File: config.mk
export PLATFORM = sky130hd
export DESIGN_NAME = calc_display
export DESIGN_NICKNAME = d
export VERILOG_FILES = /design/src/rtl/calc_display_pkg.sv /design/src/rtl/calc_display_bin2bcd.sv /design/src/rtl/calc_display.sv
export SDC_FILE = /design/constraint.sdc
export NUM_CORES = 1
export LEC_CHECK = 0
export ABC_AREA = 1
export CORE_MARGIN = 4
export CORE_UTILIZATION = 57
export DETAILED_ROUTE_END_ITERATION = 10
export HOLD_SLACK_MARGIN = 0.1
export PLACE_DENSITY = 0.83
export SYNTH_ARGS = -nofsm -noshare
export SYNTH_HDL_FRONTEND = slang
export SYNTH_SLANG_ARGS = --single-unit
File: constraint.sdc
create_clock -name clk -period 3.5 [get_ports clk]
set_input_delay 0.35 -clock clk [delete_from_list [all_inputs] [get_ports clk]]
set_output_delay 0.35 -clock clk [all_outputs]
set_load 0.03 [all_outputs]
File: src/rtl/calc_display_pkg.sv
// Shared definitions for the calculator display stage: segment codes,
// conversion FSM encoding and the BCD-to-7-segment decoder.
package calc_display_pkg;

  // Segment patterns {g,f,e,d,c,b,a}, active low
  localparam logic [6:0] SEG_0     = 7'b1000000;
  localparam logic [6:0] SEG_1     = 7'b1111001;
  localparam logic [6:0] SEG_2     = 7'b0100100;
  localparam logic [6:0] SEG_3     = 7'b0110000;
  localparam logic [6:0] SEG_4     = 7'b0011001;
  localparam logic [6:0] SEG_5     = 7'b0010010;
  localparam logic [6:0] SEG_6     = 7'b0000010;
  localparam logic [6:0] SEG_7     = 7'b1111000;
  localparam logic [6:0] SEG_8     = 7'b0000000;
  localparam logic [6:0] SEG_9     = 7'b0010000;
  localparam logic [6:0] SEG_DASH  = 7'b0111111;
  localparam logic [6:0] SEG_BLANK = 7'b1111111;

  typedef enum logic [1:0] {
    IDLE  = 2'd0,
    SHIFT = 2'd1,
    DONE  = 2'd2
  } state_e;

  function automatic logic [6:0] bcd_to_seg(input logic [3:0] nib);
    case (nib)
      4'd0:    bcd_to_seg = SEG_0;
      4'd1:    bcd_to_seg = SEG_1;
      4'd2:    bcd_to_seg = SEG_2;
      4'd3:    bcd_to_seg = SEG_3;
      4'd4:    bcd_to_seg = SEG_4;
      4'd5:    bcd_to_seg = SEG_5;
      4'd6:    bcd_to_seg = SEG_6;
      4'd7:    bcd_to_seg = SEG_7;
      4'd8:    bcd_to_seg = SEG_8;
      4'd9:    bcd_to_seg = SEG_9;
      default: bcd_to_seg = SEG_BLANK;
    endcase
  endfunction

endpackage

File: src/rtl/calc_display_bin2bcd.sv
// Sequential double-dabble converter: W shift cycles plus one DONE cycle.
// The FSM state is exported on the state port for observation.
module bin2bcd_seq
  import calc_display_pkg::*;
#(
  parameter int W  = 8,
  parameter int ND = 3
) (
  input  logic            clk,
  input  logic            reset,
  input  logic            start,
  input  logic [W-1:0]    bin,
  output logic            busy,
  output logic            done,
  output logic [4*ND-1:0] bcd,
  output state_e          state
);

  localparam int SW = 4*ND + W;
  localparam int CW = (W > 1) ? $clog2(W) : 1;
  localparam logic [CW-1:0] LAST = CW'(W - 1);

  state_e        state_next;
  logic [SW-1:0] sr;
  logic [SW-1:0] sr_adj;
  logic [CW-1:0] cnt;
  logic          load;

  // A start is accepted from IDLE, and from DONE to chain straight into the next value
  assign load = start && (state != SHIFT);

  always_comb begin
    sr_adj = sr;
    for (int i = 0; i < ND; i++) begin
      if (sr[W+4*i +: 4] >= 4'd5) sr_adj[W+4*i +: 4] = sr[W+4*i +: 4] + 4'd3;
    end
  end

  always_comb begin
    state_next = state;
    case (state)
      IDLE:    if (start) state_next = SHIFT;
      SHIFT:   if (cnt == LAST) state_next = DONE;
      DONE:    state_next = start ? SHIFT : IDLE;
      default: state_next = IDLE;
    endcase
  end

  always_ff @(posedge clk or negedge reset) begin
    if (!reset) begin
      state <= IDLE;
      sr    <= '0;
      cnt   <= '0;
    end else begin
      state <= state_next;
      if (load) begin
        sr  <= {{(4*ND){1'b0}}, bin};
        cnt <= '0;
      end else if (state == SHIFT) begin
        sr  <= sr_adj << 1;
        cnt <= cnt + 1'b1;
      end
    end
  end

  assign busy = (state != IDLE);
  assign done = (state == DONE);
  assign bcd  = sr[SW-1 -: 4*ND];

endmodule

File: src/rtl/calc_display.sv
// Calculator result display: edge-triggered BCD conversion with a one-deep
// pending slot, and a multiplexed active-low common-anode 7-segment driver.
module calc_display
  import calc_display_pkg::*;
#(
  parameter int W        = 8,
  parameter int ND       = 3,
  parameter int PRESCALE = 50000,
  parameter int BLANK    = 1
) (
  input  logic          clk,
  input  logic          reset,
  input  logic          ready,
  input  logic [W-1:0]  data,
  output logic          busy,
  output logic [6:0]    seg,
  output logic [ND-1:0] an
);

  localparam int PW = $clog2(PRESCALE);
  localparam int IW = (ND > 1) ? $clog2(ND) : 1;
  localparam logic [PW-1:0] PRE_LAST = PW'(PRESCALE - 1);
  localparam logic [IW-1:0] IDX_LAST = IW'(ND - 1);

  // ready is a level valid for data; each 0->1 transition seen after reset
  // offers one new result. There is no back-pressure: data arriving while the
  // engine is busy waits in the pending slot, and a newer one replaces it.
  logic            ready_q;
  logic            armed;
  logic            start_ev;
  logic            pend;
  logic [W-1:0]    pend_data;
  logic            eng_start;
  logic [W-1:0]    eng_bin;
  logic            eng_done;
  logic [4*ND-1:0] eng_bcd;
  state_e          eng_state;
  logic [4*ND-1:0] disp;
  logic [PW-1:0]   pre;
  logic [IW-1:0]   idx;
  logic            active;
  logic [6:0]      digit_seg;
  logic            lead;
  logic [3:0]      nib;

  // armed keeps a ready level already high at reset release from counting as an edge
  assign start_ev  = ready & ~ready_q & armed;
  assign eng_start = (start_ev & (eng_state == IDLE)) | (eng_done & (start_ev | pend));
  assign eng_bin   = start_ev ? data : pend_data;

  bin2bcd_seq #(.W(W), .ND(ND)) u_bin2bcd (
    .clk   (clk),
    .reset (reset),
    .start (eng_start),
    .bin   (eng_bin),
    .busy  (busy),
    .done  (eng_done),
    .bcd   (eng_bcd),
    .state (eng_state)
  );

  always_comb begin
    digit_seg = SEG_BLANK;
    lead      = 1'b1;
    nib       = '0;
    for (int i = ND - 1; i >= 0; i--) begin
      nib = disp[4*i +: 4];
      if (nib != 4'd0) lead = 1'b0;
      if (IW'(i) == idx) begin
        digit_seg = ((BLANK != 0) && lead && (i != 0)) ? SEG_BLANK : bcd_to_seg(nib);
      end
    end
    if (!ready_q) digit_seg = SEG_DASH;
  end

  always_ff @(posedge clk or negedge reset) begin
    if (!reset) begin
      ready_q   <= 1'b0;
      armed     <= 1'b0;
      pend      <= 1'b0;
      pend_data <= '0;
      disp      <= '0;
      pre       <= '0;
      idx       <= '0;
      active    <= 1'b0;
      seg       <= SEG_BLANK;
      an        <= '1;
    end else begin
      ready_q <= ready;
      if (!ready) armed <= 1'b1;
      if (eng_done) begin
        disp <= eng_bcd;
        pend <= 1'b0;
      end else if (start_ev && (eng_state == SHIFT)) begin
        pend      <= 1'b1;
        pend_data <= data;
      end
      if (pre == PRE_LAST) begin
        pre    <= '0;
        active <= 1'b1;
        idx    <= (idx == IDX_LAST) ? '0 : idx + 1'b1;
      end else begin
        pre <= pre + 1'b1;
      end
      // seg and an come from the same idx/active snapshot so they switch together
      an  <= active ? ~(ND'(1) << idx) : '1;
      seg <= active ? digit_seg : SEG_BLANK;
    end
  end

endmodule
==> impl_metrics.json, run 1 <==
{
  "outcome": "complete, no violations",
  "hold_path.class": "in2async",
  "grt-ovfl-total": 0,
  "arrival_ns": 1.59,
  "grt_pass1_wl_um": 13600,
  "multi_input_area_mm2": 0.00186,
  "ios": 22,
  "seqPwrFrac": 0.443,
  "initial_core_util": 0.595,
  "synthCells": 519,
  "clkLatencyLatePin_ns": 0.34,
  "layout_worst_path_cycle_share": 0.555,
  "required_ns": 3.15,
  "drtIter0Drc": 215,
  "nets": 578,
  "setup-tns-final_ns": 0,
  "max_freq_mhz": 515,
  "fillers": 587,
  "wire_per_inst_um": 12.1,
  "p_int_mw": 1.79,
  "hold_violations": 0,
  "layout_min_cycle_time_ns": 1.94,
  "worst_pin_slew_ns": 0.935,
  "fp.coreArea_mm2": 0.00691,
  "die_area_mm2": 0.00864,
  "die_x_um": 92.9,
  "worstSetupPathType": "reg2out",
  "final_cells": 641,
  "drc": 0,
  "peakVddDrop_mv": 0.451,
  "drt_first_pass_iters": 5,
  "dpl.hpwl_um": 5520,
  "port_buffers": 21,
  "grt_usage": 0.195,
  "first_global_vias": 3228,
  "clkPwrFrac": 0.188,
  "rr_worst_depth": 6,
  "diodes": 0,
  "p_per_area_mw_per_mm2": 662,
  "switching_power_mw": 1.22,
  "sw_frac_of_total": 0.406,
  "cts_buffers": 9,
  "synth_seq_cells": 77,
  "ys_types": 26,
  "leakage_nw": 2.28,
  "post-cts-setup-buffer-count": 0,
  "rrSetupSlack_ns": 1.68,
  "clkTransAtPathRegs_ns": 0.07,
  "drive_above_1_share": 0.0716,
  "pwr-share-comb": 0.368,
  "maxSlewViolCount": 0,
  "cts_hold_buf": 0,
  "rsz0062_at_grt": "false",
  "regArea_mm2": 0.00194,
  "setup-violations-final": 0,
  "fp-row-count": 30,
  "cts_sinks": 77,
  "syn-num-nets": 554,
  "yosysWarnings": 0,
  "vias": 3354,
  "antenna_found_initial": 0,
  "grt_max_degree": 78,
  "place_inst": 628,
  "cap_violations": 0,
  "root_buffer": "clkbuf_8",
  "htree_levels": 3,
  "path_max_fanout": 4,
  "wl_um": 7750,
  "vias_per_cell": 5.23,
  "place_congestion": 0.882,
  "cts_buffer_depth": 2,
  "syn_to_final_growth_pct": 10.5,
  "synth-seq-area-share": 0.472,
  "r2r-start": "u_bin2bcd.state[0]$_DFFE_PN0P_",
  "syn_area_mm2": 0.00411,
  "antenna_left": 0,
  "cts_tree": "done",
  "cts_resized": 0,
  "syn_area_per_cell_um2": 7.92,
  "critPathLaunchType": "register",
  "relSlewSlack": 0.377,
  "r2r-end": "u_bin2bcd.sr[7]$_DFFE_PN0P_",
  "fin_worst_skew_ns": 0.00618,
  "fp.dieH_um": 92.9,
  "endpoint_kind": "primary output"
}
cell usage after synthesis (all sizes together):
cell type | n | share of area
nand2 | 167 | 0.16
inv | 69 | 0.063
dfrtp | 67 | 0.41
nand3 | 46 | 0.056
o21ai | 39 | 0.047
nor2 | 34 | 0.037
ha | 24 | 0.073
a21oi | 22 | 0.027
o211ai | 13 | 0.024
dfstp | 10 | 0.064
nand4 | 8 | 0.012
buf | 5 | 0.0091
or2 | 5 | 0.0076
clkbuf | 3 | 0.0030
xor2 | 3 | 0.0064
a31oi | 2 | 0.0030
nor3 | 1 | 0.0012
o21bai | 1 | 0.0018
placed cells by master, fill, tap and decap left out:
cell type and instances:
nor2_4 3, or2_2 5, clkbuf_8 10, nand2_4 1, xor2_1 3, nand2_2 4, o21bai_1 1, clkinvlp_4 1
o21ai_1 1, dfrtp_1 67, nor2_1 30, buf_4 1, nand4_1 8, o21ai_0 38, nand2_1 162, clkinv_2 1
ha_1 24, nor2_2 1, a21oi_1 22, a31oi_1 2, o211ai_1 13, nor3_1 1, clkbuf_1 1, clkdlybuf4s50_1 20
dfstp_2 10, inv_1 67, nand3_1 46, inv_2 2
cell type report:
cell class                 instances  share of cell area
clock buffer                      11              0.0311
clock inverter                     2             0.00275
inverter                          69              0.0570
multi-input combinational        365               0.410
sequential                        77               0.427
tap                               96              0.0264
timing repair buffer              21              0.0457
worst max-delay path by stage:
stage	to	start	slack (ns)
after floorplan	active$_DFFE_PN0N_	pre[0]$_DFF_PN0_	2.12
after global placement	u_bin2bcd.sr[5]$_DFFE_PN0P_	ready	1.58
after detailed placement	u_bin2bcd.sr[5]$_DFFE_PN0P_	ready	1.51
after CTS	busy	u_bin2bcd.state[0]$_DFFE_PN0P_	1.55
after global routing	u_bin2bcd.sr[15]$_DFFE_PN0P_	u_bin2bcd.state[0]$_DFFE_PN0P_	1.48
final	busy	u_bin2bcd.state[0]$_DFFE_PN0P_	1.56
critical path, stage by stage (launching register included):
cell	delay, ns
dfrtp_1	0.41
inv_1	0.09
nand2_1	0.09
clkdlybuf4s50_1	0.67
power groups by stage:
stage	registers [mW]	clock network, mW	logic, mW
final	1.33	0.566	1.11
after global placement	1.33	0	1.04
after CTS	1.33	0.575	1.11
after global routing	1.37	0.615	1.29
after detailed placement	1.34	0	1.10
after floorplan	1.28	0	0.902
cell families (layout without fill, tap and decap cells):
| group | Yosys count | after routing | synth area share |
|---|---|---|---|
| compound gates | 77 | 77 | 0.103 |
| xor+xnor | 3 | 3 | 0.00639 |
| fa+ha+maj | 24 | 24 | 0.0730 |
| buf+inv | 77 | 103 | 0.0752 |
| flops | 77 | 77 | 0.472 |
| simple gates | 261 | 261 | 0.271 |
registers in the layout (all words and copies together) (netlist names):
| signal | flops |
|---|---|
| pend | 1 |
| idx | 2 |
| u_bin2bcd.state | 2 |
| u_bin2bcd.sr | 20 |
| ready_q | 1 |
| pre | 16 |
| disp | 12 |
| u_bin2bcd.cnt | 3 |
| an | 3 |
| active | 1 |
| pend_data | 8 |
| seg | 7 |
| armed | 1 |
through the flow:
stage          setup WS [ns]   util  hold WS [ns]  instance area [um2]  power (mW)
3_5_place_dp            1.51  0.636         0.462                 4390        2.45
5_1_grt                 1.48  0.658         0.238                 4540        3.28
3_3_place_gp            1.58  0.636         0.453                 4390        2.37
6_report                1.56  0.658         0.155                 4540        3.01
2_1_floorplan           2.12      -        0.0544                 4110        2.18
4_1_cts                 1.55  0.658         0.187                 4540        3.02
routing by layer:
layer / wire, um / part of all wire / vias to the layer above / global-route usage
met3: 300 / 0.039 / 16 / 0.0333
met4: 172 / 0.022 / 0 / 0.0952
li1: - / - / 1712 / -
met5: 0 / 0 / - / 0
met2: 3610 / 0.47 / 73 / 0.323
met1: 3670 / 0.47 / 1553 / 0.246
(Power assumes the default switching activity.)
==> inputs of run 2 (changes only) <==
--- a/config.mk
+++ b/config.mk
@@ -7,7 +7,7 @@
 export LEC_CHECK = 0
 export ABC_AREA = 1
 export CORE_MARGIN = 4
-export CORE_UTILIZATION = 57
+export CORE_UTILIZATION = 54
 export DETAILED_ROUTE_END_ITERATION = 10
 export HOLD_SLACK_MARGIN = 0.1
 export PLACE_DENSITY = 0.83
==> constraint.sdc (replaced) <==
create_clock -name clk -period 1.76 [get_ports clk]
set_input_delay 0.176 -clock clk [delete_from_list [all_inputs] [get_ports clk]]
set_output_delay 0.176 -clock clk [all_outputs]
set_load 0.03 [all_outputs]
==> impl_metrics.json, run 2 (same netlist as run 1, synthesis figures left out) <==
{
  "maxSlewViolCount": 0,
  "switching_power_mw": 2.47,
  "antenna_found_initial": 0,
  "grt_usage": 0.192,
  "drt_first_pass_iters": 4,
  "fin_worst_skew_ns": 0.0151,
  "antenna_left": 0,
  "layout_common_cells": "162 x nand2_1, 67 x inv_1, 67 x dfrtp_1, 46 x nand3_1, 38 x o21ai_0",
  "final_util": 0.641,
  "wl_um": 7790,
  "place_area_mm2": 0.00447,
  "dpl.hpwl_um": 5670,
  "cts_buffers": 9,
  "drtIter0Drc": 165,
  "initial_core_util": 0.561,
  "critPathLaunchType": "register",
  "clkLatencyLatePin_ns": 0.35,
  "fp.coreArea_mm2": 0.00733,
  "total_power_mw": 6.39,
  "rsz0062_at_grt": "false",
  "drc": 0,
  "p_per_area_mw_per_mm2": 1360,
  "nets": 587,
  "root_buffer": "clkbuf_8",
  "setup-violations-final": 0,
  "max_freq_mhz": 591,
  "reg_top3": "u_bin2bcd.sr x20, pre x16, disp x12",
  "place_congestion": 0.882,
  "port_buffers": 21,
  "wire_per_inst_um": 11.9,
  "post-cts-setup-buffer-count": 0,
  "largest_register_ffs": 20,
  "hold_slack_ns": 0.318,
  "relSlewSlack": 0.697,
  "critPathSlowestCell": "clkdlybuf4s50_1",
  "grt-ovfl-total": 0,
  "cts_sinks": 77,
  "grt_max_degree": 43,
  "die_area_mm2": 0.00907,
  "die_x_um": 95.3,
  "first_global_vias": 3330,
  "final_cells": 656,
  "hold_path.class": "in2async",
  "worst_pin_slew_ns": 0.455,
  "cap_violations": 0,
  "grt_pass1_wl_um": 13900,
  "fp-row-count": 31,
  "sw_frac_of_total": 0.386,
  "htree_levels": 3,
  "fp.dieH_um": 95.3,
  "peakVddDrop_mv": 0.783,
  "path_cells": "clkdlybuf4s50_1",
  "place_inst": 639,
  "arrival_ns": 1.52,
  "design_area_mm2": 0.00470,
  "regMostFlops": "u_bin2bcd.sr",
  "worstSetupPathType": "reg2out",
  "hold_violations": 0,
  "ios": 22,
  "layout_setup_ws_ns": 0.0682,
  "endpoint_kind": "primary output",
  "vias": 3349,
  "syn_to_final_growth_pct": 14.3,
  "layout_commonest_cell": "nand2_1",
  "crit_buf_inv": 1,
  "clkTransAtPathRegs_ns": 0.09,
  "seqPwrFrac": 0.415,
  "required_ns": 1.58,
  "outcome": "complete, no violations",
  "cpPeakStageDelay_ns": 0.65,
  "leakage_nw": 2.36,
  "pwr-share-comb": 0.354,
  "drive_above_1_share": 0.0898,
  "place_ws_ns": 0.187,
  "p_int_mw": 3.92,
  "vias_per_cell": 5.11,
  "layout_worst_path_cycle_share": 0.961,
  "layout_min_cycle_time_ns": 1.69,
  "cts_tree": "done",
  "setup-tns-final_ns": 0,
  "path_max_fanout": 1,
  "cts_buffer_depth": 2,
  "diodes": 0,
  "cp_top_family": "buffers and inverters",
  "clkPwrFrac": 0.231
}
## run 2: cell types whose count changed in the layout (fill, tap and decap cells not counted), sizes merged
| cell | delta |
|---|---|
| clkinv | +1 |
| clkinvlp | -1 |
| inv | +1 |
| dlygate4sd2 | +1 |
| clkdlybuf4s50 | -1 |
| buf | +8 |
| dlygate4sd3 | +1 |
| bufinv | +2 |
## run 2: cell type report
class                   count  area, um2
clock buffers              11        141
clock inverters             5       82.6
fillers                   606       2630
inverters                  69        259
multi-input cells         365       1860
flip-flops and latches     77       1940
well taps                  99        124
repair buffers             30        289
## run 2: final timing paths
kind,cells after the start,startpoint,endpoint,slack [ns]
max in group asynchronous,3,reset,disp[2]$_DFFE_PN0P_,0.86
hold / removal,2,reset,pre[3]$_DFF_PN0_,0.32
min in group clk,1,ready,ready_q$_DFF_PN0_,0.33
hold reg to reg,1,pre[0]$_DFF_PN0_,pre[0]$_DFF_PN0_,0.47
setup / recovery,1,an[0]$_DFF_PN1_,an[0],0.07
setup reg to reg,8,disp[8]$_DFFE_PN0P_,seg[6]$_DFF_PN1_,0.21
## run 2: worst reg2reg max path, cell delays in order, from the launching register on
cell and delay (ns):
dfrtp_1 0.41, inv_1 0.12, ha_1 0.25, nand2_1 0.08, nand2_1 0.06, nor2_1 0.27
nand2_1 0.13, nand3_1 0.11, nand2_1 0.06
## run 2: routing by layer
metal,vias to the layer above,global-route usage,routed length (um)
met5,-,0,0
li1,1726,-,-
met3,12,0.0410,306
met1,1529,0.229,3490
met2,82,0.333,3880
met4,0,0.0793,110
## run 2: what timing repair did
action / in CTS / in global routing
gates resized for setup: 1 / 0
endpoints found under the setup margin: 1 / 0
endpoints found under the hold margin: 25 / 0
hold buffers: 1 / 0
## run 2: power groups by stage
| stage | combinational (mW) | sequential, mW | clock [mW] |
|---|---|---|---|
| final | 2.26 | 2.65 | 1.47 |
| after global routing | 2.65 | 2.72 | 1.60 |
| after CTS | 2.27 | 2.65 | 1.51 |
| after detailed placement | 2.26 | 2.68 | 0 |
| after global placement | 2.14 | 2.65 | 0 |
| after floorplan | 1.79 | 2.55 | 0 |
